--- config.mk ---
export PLATFORM = sky130hd
export DESIGN_NAME = audio_transport_ctrl
export DESIGN_NICKNAME = d
export VERILOG_FILES = /design/src/rtl/audio_transport_ctrl.sv
export SDC_FILE = /design/constraint.sdc
export NUM_CORES = 1
export LEC_CHECK = 0
export ABC_AREA = 1
export BUFFER_PORTS_ARGS = -buffer_cell sky130_fd_sc_hd__clkbuf_2
export CAP_MARGIN = 10
export CORE_AREA = 2 2 145 147
export DETAILED_ROUTE_END_ITERATION = 10
export DIE_AREA = 0 0 147 149
export PLACE_DENSITY = 0.44
export RECOVER_POWER = 100
export REMOVE_ABC_BUFFERS = 1
export SYNTH_ARGS = -nofsm -noshare
export SYNTH_HDL_FRONTEND = slang
export SYNTH_SLANG_ARGS = --single-unit
--- constraint.sdc ---
create_clock -name i_clk -period 2.7 [get_ports i_clk]
set_input_delay 0.405 -clock i_clk [delete_from_list [all_inputs] [get_ports i_clk]]
set_output_delay 0.405 -clock i_clk [all_outputs]
set_load 0.005 [all_outputs]
--- src/rtl/audio_transport_ctrl.sv ---
// Record/playback sequencer: stores 32-bit stereo samples as two 16-bit SRAM
// words and streams them back, with host start/pause/stop control.
module audio_transport_ctrl #(
  parameter int ADDR_W = 20
) (
  input  logic              i_clk,
  input  logic              i_rst_n,
  input  logic              i_start_rec,
  input  logic              i_start_play,
  input  logic              i_pause,
  input  logic              i_stop,
  output logic              record_audio_ready,
  input  logic [31:0]       record_audio_data,
  input  logic              record_audio_valid,
  output logic              play_audio_valid,
  output logic [31:0]       play_audio_data,
  input  logic              play_audio_ready,
  output logic [ADDR_W-1:0] sram_addr,
  output logic [15:0]       sram_wdata,
  input  logic [15:0]       sram_rdata,
  output logic              sram_we_n,
  output logic              sram_oe_n,
  output logic [ADDR_W-1:0] o_rec_len,
  output logic [ADDR_W-1:0] o_pos,
  output logic              o_busy,
  output logic              o_paused,
  output logic              o_done
);

  localparam logic [ADDR_W-1:0] MAX_SAMPLES = {1'b1, {(ADDR_W-1){1'b0}}};

  typedef enum logic [3:0] {
    IDLE, REC_WAIT, REC_WR_HI, REC_WR_LO,
    PLAY_RD_HI, PLAY_RD_LO, PLAY_LAT, PLAY_PRESENT, PAUSED
  } state_t;

  state_t            state, state_nx;
  logic [ADDR_W-1:0] pos, pos_nx, rec_len, rec_len_nx, pos_inc;
  logic [31:0]       sample, sample_nx;
  logic              mode_play, mode_play_nx;
  logic              pause_pend, pause_pend_nx;
  logic              stop_pend, stop_pend_nx;
  logic              done, done_nx;
  logic              stop_after, pause_after;

  assign pos_inc     = pos + ADDR_W'(1);
  // Pending requests as they stand once this cycle's commands are folded in.
  assign stop_after  = stop_pend | i_stop;
  assign pause_after = pause_pend ^ (i_pause & ~i_stop);

  always_ff @(posedge i_clk or negedge i_rst_n) begin
    if (!i_rst_n) begin
      state      <= IDLE;
      pos        <= '0;
      rec_len    <= '0;
      sample     <= '0;
      mode_play  <= 1'b0;
      pause_pend <= 1'b0;
      stop_pend  <= 1'b0;
      done       <= 1'b0;
    end else begin
      state      <= state_nx;
      pos        <= pos_nx;
      rec_len    <= rec_len_nx;
      sample     <= sample_nx;
      mode_play  <= mode_play_nx;
      pause_pend <= pause_pend_nx;
      stop_pend  <= stop_pend_nx;
      done       <= done_nx;
    end
  end

  always_comb begin
    state_nx      = state;
    pos_nx        = pos;
    rec_len_nx    = rec_len;
    sample_nx     = sample;
    mode_play_nx  = mode_play;
    pause_pend_nx = pause_pend;
    stop_pend_nx  = stop_pend;
    done_nx       = 1'b0;
    case (state)
      IDLE: begin
        if (i_stop || i_pause) begin
          state_nx = IDLE;
        end else if (i_start_rec) begin
          pos_nx        = '0;
          rec_len_nx    = '0;
          mode_play_nx  = 1'b0;
          pause_pend_nx = 1'b0;
          stop_pend_nx  = 1'b0;
          state_nx      = REC_WAIT;
        end else if (i_start_play) begin
          if (rec_len == '0) begin
            done_nx = 1'b1;
          end else begin
            pos_nx        = '0;
            mode_play_nx  = 1'b1;
            pause_pend_nx = 1'b0;
            stop_pend_nx  = 1'b0;
            state_nx      = PLAY_RD_HI;
          end
        end
      end
      REC_WAIT: begin
        if (i_stop) begin
          state_nx = IDLE;
        end else if (record_audio_valid) begin
          // Ready is high here, so the sample is already handed over; a
          // simultaneous pause waits until the pair is written.
          sample_nx     = record_audio_data;
          pause_pend_nx = i_pause;
          state_nx      = REC_WR_HI;
        end else if (i_pause) begin
          state_nx = PAUSED;
        end
      end
      REC_WR_HI: begin
        stop_pend_nx  = stop_after;
        pause_pend_nx = pause_after;
        state_nx      = REC_WR_LO;
      end
      REC_WR_LO: begin
        pos_nx        = pos_inc;
        rec_len_nx    = pos_inc;
        stop_pend_nx  = 1'b0;
        pause_pend_nx = 1'b0;
        if (stop_after)                state_nx = IDLE;
        else if (pos_inc == MAX_SAMPLES) begin
          done_nx  = 1'b1;
          state_nx = IDLE;
        end else if (pause_after)      state_nx = PAUSED;
        else                           state_nx = REC_WAIT;
      end
      PLAY_RD_HI, PLAY_RD_LO: begin
        if (i_stop) begin
          state_nx = IDLE;
        end else begin
          pause_pend_nx = pause_after;
          if (state == PLAY_RD_LO) begin
            sample_nx[31:16] = sram_rdata;
            state_nx         = PLAY_LAT;
          end else begin
            state_nx = PLAY_RD_LO;
          end
        end
      end
      PLAY_LAT: begin
        if (i_stop) begin
          state_nx = IDLE;
        end else begin
          sample_nx[15:0] = sram_rdata;
          pause_pend_nx   = 1'b0;
          state_nx        = pause_after ? PAUSED : PLAY_PRESENT;
        end
      end
      PLAY_PRESENT: begin
        if (i_stop) begin
          state_nx = IDLE;
        end else if (play_audio_ready) begin
          pos_nx = pos_inc;
          if (pos_inc == rec_len) begin
            done_nx  = 1'b1;
            state_nx = IDLE;
          end else begin
            pause_pend_nx = i_pause;
            state_nx      = PLAY_RD_HI;
          end
        end else if (i_pause) begin
          state_nx = PAUSED;
        end
      end
      PAUSED: begin
        if (i_stop)       state_nx = IDLE;
        else if (i_pause) state_nx = mode_play ? PLAY_PRESENT : REC_WAIT;
      end
      default: state_nx = IDLE;
    endcase
  end

  always_comb begin
    sram_addr  = '0;
    sram_wdata = '0;
    sram_we_n  = 1'b1;
    sram_oe_n  = 1'b1;
    case (state)
      REC_WR_HI: begin
        sram_addr  = {pos[ADDR_W-2:0], 1'b0};
        sram_wdata = sample[31:16];
        sram_we_n  = 1'b0;
      end
      REC_WR_LO: begin
        sram_addr  = {pos[ADDR_W-2:0], 1'b1};
        sram_wdata = sample[15:0];
        sram_we_n  = 1'b0;
      end
      PLAY_RD_HI: begin
        sram_addr = {pos[ADDR_W-2:0], 1'b0};
        sram_oe_n = 1'b0;
      end
      PLAY_RD_LO: begin
        sram_addr = {pos[ADDR_W-2:0], 1'b1};
        sram_oe_n = 1'b0;
      end
      default: ;
    endcase
  end

  assign record_audio_ready = (state == REC_WAIT);
  assign play_audio_valid   = (state == PLAY_PRESENT);
  assign play_audio_data    = sample;
  assign o_rec_len          = rec_len;
  assign o_pos              = pos;
  assign o_busy             = (state != IDLE);
  assign o_paused           = (state == PAUSED);
  assign o_done             = done;

endmodule

# --- Yosys cells after proc, flatten, opt, wreduce, memory -nomap -nowiden ---
# Index checks and enable logic that the tools add are counted.
totals:
  word_cells: 132
  output_inout_bits: 115
  in_bits: 56
  reg_bits: 80
op_classes:
  n_reduce_logical: 23
  bitwise_logic: 5
  muxes: 68
  n_addsub: 1
  n_eq_ne: 26
ops:
  columns: ["operator", "count"]
  rows:
  - ["20-bit two-way mux", 8]
  - ["16-bit case mux with 2 select lines", 3]
  - ["20-bit case mux with 2 select lines", 2]
  - ["4-bit two-way mux", 17]
  - ["32-bit two-way mux", 2]
  - ["20-bit case mux with 3 select lines", 1]
  - ["16-bit two-way mux", 3]
  - ["4-bit case mux with 8 select lines", 1]
  - ["1-bit two-way mux", 25]
  - ["20-bit by 1-bit adder with 20-bit output (second input constant)", 1]
  - ["20-bit == test", 1]
  - ["20-bit == test (second input constant)", 1]
  - ["20-bit logical NOT", 1]
  - ["4-bit by 3-bit == test with 1-bit output (second input constant)", 4]
  - ["2-bit != test (second input constant)", 8]
  - ["4-bit AND reduction", 3]
  - ["11-bit AND reduction", 1]
  - ["3-bit != test (second input constant)", 3]
  - ["4-bit by 2-bit == test with 1-bit output (second input constant)", 2]
  - ["4-bit != test (second input constant)", 2]
  - ["2-bit nonzero test", 4]
  - ["2-bit OR reduction", 4]
  - ["1-bit case mux with 7 select lines", 1]
  - ["7-bit nonzero test", 1]
  - ["17 further kinds", 24]

# --- Depth between registers and ports, before layout ---
logic_depth:
  ltp_word: 7
  mapped_depth: 17
  depth_no_buf: 16

# --- Least setup slack after synthesis ---
# No wires, ideal clock.
synth_path:
  path_kind: "register -> register"
  start: "register pos[0], in the netlist o_pos[0]"
  end: "register state[3]"
  arrival_time_ns: 1.812
  path_slack_ns: 0.761
  t_required_ns: 2.573
  synth_period_minus_slack_ns: 1.939
  setup_ns: 0.127
  path_stages_with_launch: 17
  cell_sequence: "dfrtp_1 -> ha_1 -> nand2_1 -> nor2_4 -> nand2_2 -> nor2_4 -> nand2_1 -> nand2_1 -> nand2_1 -> nor2_1 -> nand3_1 -> nor2_1 -> nand2_1 -> nand2_1 -> nand2_1 -> nand2_1 -> nand3_1"
synth_between:
  elab_chain_len: 5
synth_rtl:
  columns: ["item", "line", "rtl"]
  rows:
  - ["start: declaration", "38", "logic [ADDR_W-1:0] pos, pos_nx, rec_len, rec_len_nx, pos_inc;"]
  - ["start signal: assignment", "63", "pos <= pos_nx;"]
  - ["20-bit by 1-bit adder with 20-bit output", "46", "assign pos_inc = pos + ADDR_W'(1);"]
  - ["20-bit == test", "129", "else if (pos_inc == MAX_SAMPLES) begin"]
  - ["4-bit two-way mux", "129", null]
  - ["4-bit two-way mux", "128", "if (stop_after) state_nx = IDLE;"]
  - ["4-bit case mux with 8 select lines", "82", "case (state)"]
  - ["end signal: assignment", "62", "state <= state_nx;"]
  - ["end: declaration", "37", "state_t state, state_nx;"]
# No other way between the ends.
# A chain may end at the register's enable or synchronous reset.

# --- Worst setup path after layout ---
layout_path:
  start: "register state[3]"
  end: "output sram_wdata[7]"
layout_between:
  elab_chain_len: 2
  elab_cells_between_ends: 3
layout_rtl:
  columns: ["item", "line", "rtl"]
  rows:
  - ["4-bit by 2-bit == test with 1-bit output", "186", "case (state)"]
  - ["16-bit case mux with 2 select lines (*)", "186", null]
  - ["end: declaration", "19", "output logic [15:0] sram_wdata,"]
# Mark *: on every way between the ends. The rest lies on a longest branch, timed or not.

==> reports/summary.txt <==
Number of synthesized flops with an enable pin: 0
Netlist cell types: 41
Worst Setup Path Type: register to output pin
Slew margin rel.: -0.3781
Initial Util: 0.2540
Inst Count DP: 1,176
Avg Cell Area, Syn: 7.086 um2
Drc violations: 0
Finished Core Util: 0.3203
Most used cell, CP: nor2_2
Synth top area share: 0.3833
Power Density: 835.3 nW/um2
R2R Setup Slk: 280 ps
Starting DRC count in detailed routing: 215
Critical path data required time: 2300 ps
RD Place Congestion: 0.8469
Fin. Hold Viols: 0
Fmax: 381.9 MHz
First-pass GRT wire length: 30,860 um
Antenna diode count: 0
Core ar.: 20,560 um2
Die area: 21,900 um2
Share of cells above drive strength 1: 0.2159
Critical path capture point type: output pin
DP Area: 6431 um2
Total clock buffers created by CTS: 9
Final min period: 2618 ps
Top cell types by occurrence after synthesis: nand2_1, inv_1, dfrtp_1
Post-route insts no fill: 1,192
Mapped cell area: 5223 um2
Post-synth top flop: dfrtp_1
GRT Residual Overflow: 0
Antenna Nets Post-Route: 0
Area growth, synth to finish: 26.09%
Register area share after synthesis: 0.3833
Most frequent cell after synthesis: nand2_1
Site Rows: 53
Gate Count Post-Synth: 737
Wire per inst: 16.43 um
Root Driver: clkbuf_16
Area leader, netlist: dfrtp_1
Final period utilization: 0.9697
GRT Util Overall: 0.1832
Least-Margin Pin Slew: 2067 ps
Skew-Pair Late Insertion Delay: 350 ps
Chip Height: 149 um
Crit-path max FO: 24
DRT Pass-1 Iters: 5
CTS tree: done
Final HPWL DP: 15,000 um
Bufs and invs on worst path: 3
H-tree levels: 3
FFs w/ async S/R, synth: 1.000
RSZ-0062 raised after global routing: yes
Worst min-delay path class: primary input to register
Via/cell ratio: 4.590
Leading post-synthesis cells by cell area: dfrtp_1, nand2_1, inv_1
Largest net degree at the start of global routing: 50
Vias in the first global route: 5,512
CP max stage delay: 760 ps
Initial antenna violation count: 0
Total leakage power: 3.158 nW
Startpoint Class: register
FF+latch count, synth: 80
Drt total wl: 19,590 um
Post-Layout Inst Area: 6585 um2
TritonCTS Sinks: 80
Critical Path AT: 2210 ps
Via count: 5,471
Worst-case clock buffer depth: 2
Slowest cell on the critical path: inv_1
Post-CTS sizing: 0
Ys Warns: 0
Hold buffers post-CTS: 0
Port bufs: 170
Postcts setup bufs: 0
Io pins: 171
Worst-path clk slew: 60 ps
Cell family with most CP delay: buffers and inverters
# nets final: 969
Setup Viol. Count Final: 0
Max-cap violations: 1
Status: complete, but fails checks
Die width: 147 um
Cell Chain, Critical Path: nor2_2 > inv_2 > nor2_2 > inv_1 > o22ai_1 > clkbuf_2
Final Slew Violations: 32
VDD IR max: 0.3999 mV
Failing checks: capacitance limit, slew limit
Max Clock Skew: 5.429 ps
[registers in the layout (all words and copies together), names as in the netlist]
signal and count:
o_rec_len 20, o_done 1, mode_play 1, play_audio_data 32, state 4, o_pos 20, pause_pend 1, stop_pend 1
[stage by stage]
stage               total power [W]  setup slack, ps  TNS (ps)  hold slack (ps)
global route               0.005952           -53.54    -325.0            324.8
detailed placement         0.004489            310.9         0            402.5
floorplan                  0.003270            387.7         0            109.4
finish                     0.005500            81.83         0            306.9
global placement           0.004517            313.1         0            405.5
CTS                        0.005793            37.13         0            29.03
[placed cells by master (no fill, tap or decap), drive strengths merged, types with 2 or more instances in the layout]
master / n
nand2: 191
clkbuf: 190
inv: 126
nor2: 83
dfrtp: 80
o21ai: 63
nand3: 62
o211ai: 33
o22ai: 28
nand4: 9
a21oi: 9
buf: 9
o31ai: 6
clkinv: 5
nor3: 4
xor2: 3
nor4: 3
and2: 2
[layer usage]
layer	up-vias	track usage	routed length [um]
li1	2756	-	-
met1	2508	0.2432	8970
met2	192	0.2986	8917
met3	15	0.04220	1406
met4	0	0.05529	295
met5	-	0	0
[where the power goes]
part / internal [W] / switching (W) / leakage (nW)
Combinational: 0.000793 / 0.00164 / 1.95
Clock: 0.000742 / 0.000555 / 0.145
Sequential: 0.00153 / 0.000238 / 1.06
[cell type report]
cell class | instances | area (um2)
Fill cell | 2348 | 13970
Multi-Input combinational cell | 505 | 2545
Sequential cell | 80 | 2002
Timing Repair Buffer | 188 | 912.1
Inverter | 128 | 483.0
Tap cell | 275 | 344.1
Clock buffer | 11 | 242.7
Clock inverter | 5 | 56.30
[worst paths after layout]
| path | start | end | depth (start not counted) |
|---|---|---|---|
| setup / recovery | state[3] | sram_wdata[7] | 6 |
| hold reg to reg | stop_pend | stop_pend | 2 |
| min in group asynchronous | i_rst_n | o_pos[7] | 1 |
| setup reg to reg | o_pos[0] | state[2] | 10 |
| max in group asynchronous | i_rst_n | mode_play | 1 |
| hold / removal | record_audio_data[29] | play_audio_data[29] | 3 |
[logic make-up after synthesis]
group,Yosys count,share of synthesized area
AOI/OAI and AO/OA,144,0.1811
xor gates and xnor gates,4,0.006709
adders and majority gates,1,0.002395
buffers and inverters,152,0.1191
DFF,80,0.3833
and+or+nand+nor,356,0.3074
[worst register-to-register path, cell delays in order, from the launching register on]
cell and delay [ps]:
dfrtp_1 440, ha_1 280, nand3_1 210, nor2_1 230, nand3_1 170, xor2_1 360, xor2_1 120, nor2_1 200
nand3_1 130, nand2_1 90, a21oi_1 60
No activity file was read; power rests on OpenSTA's default activity.
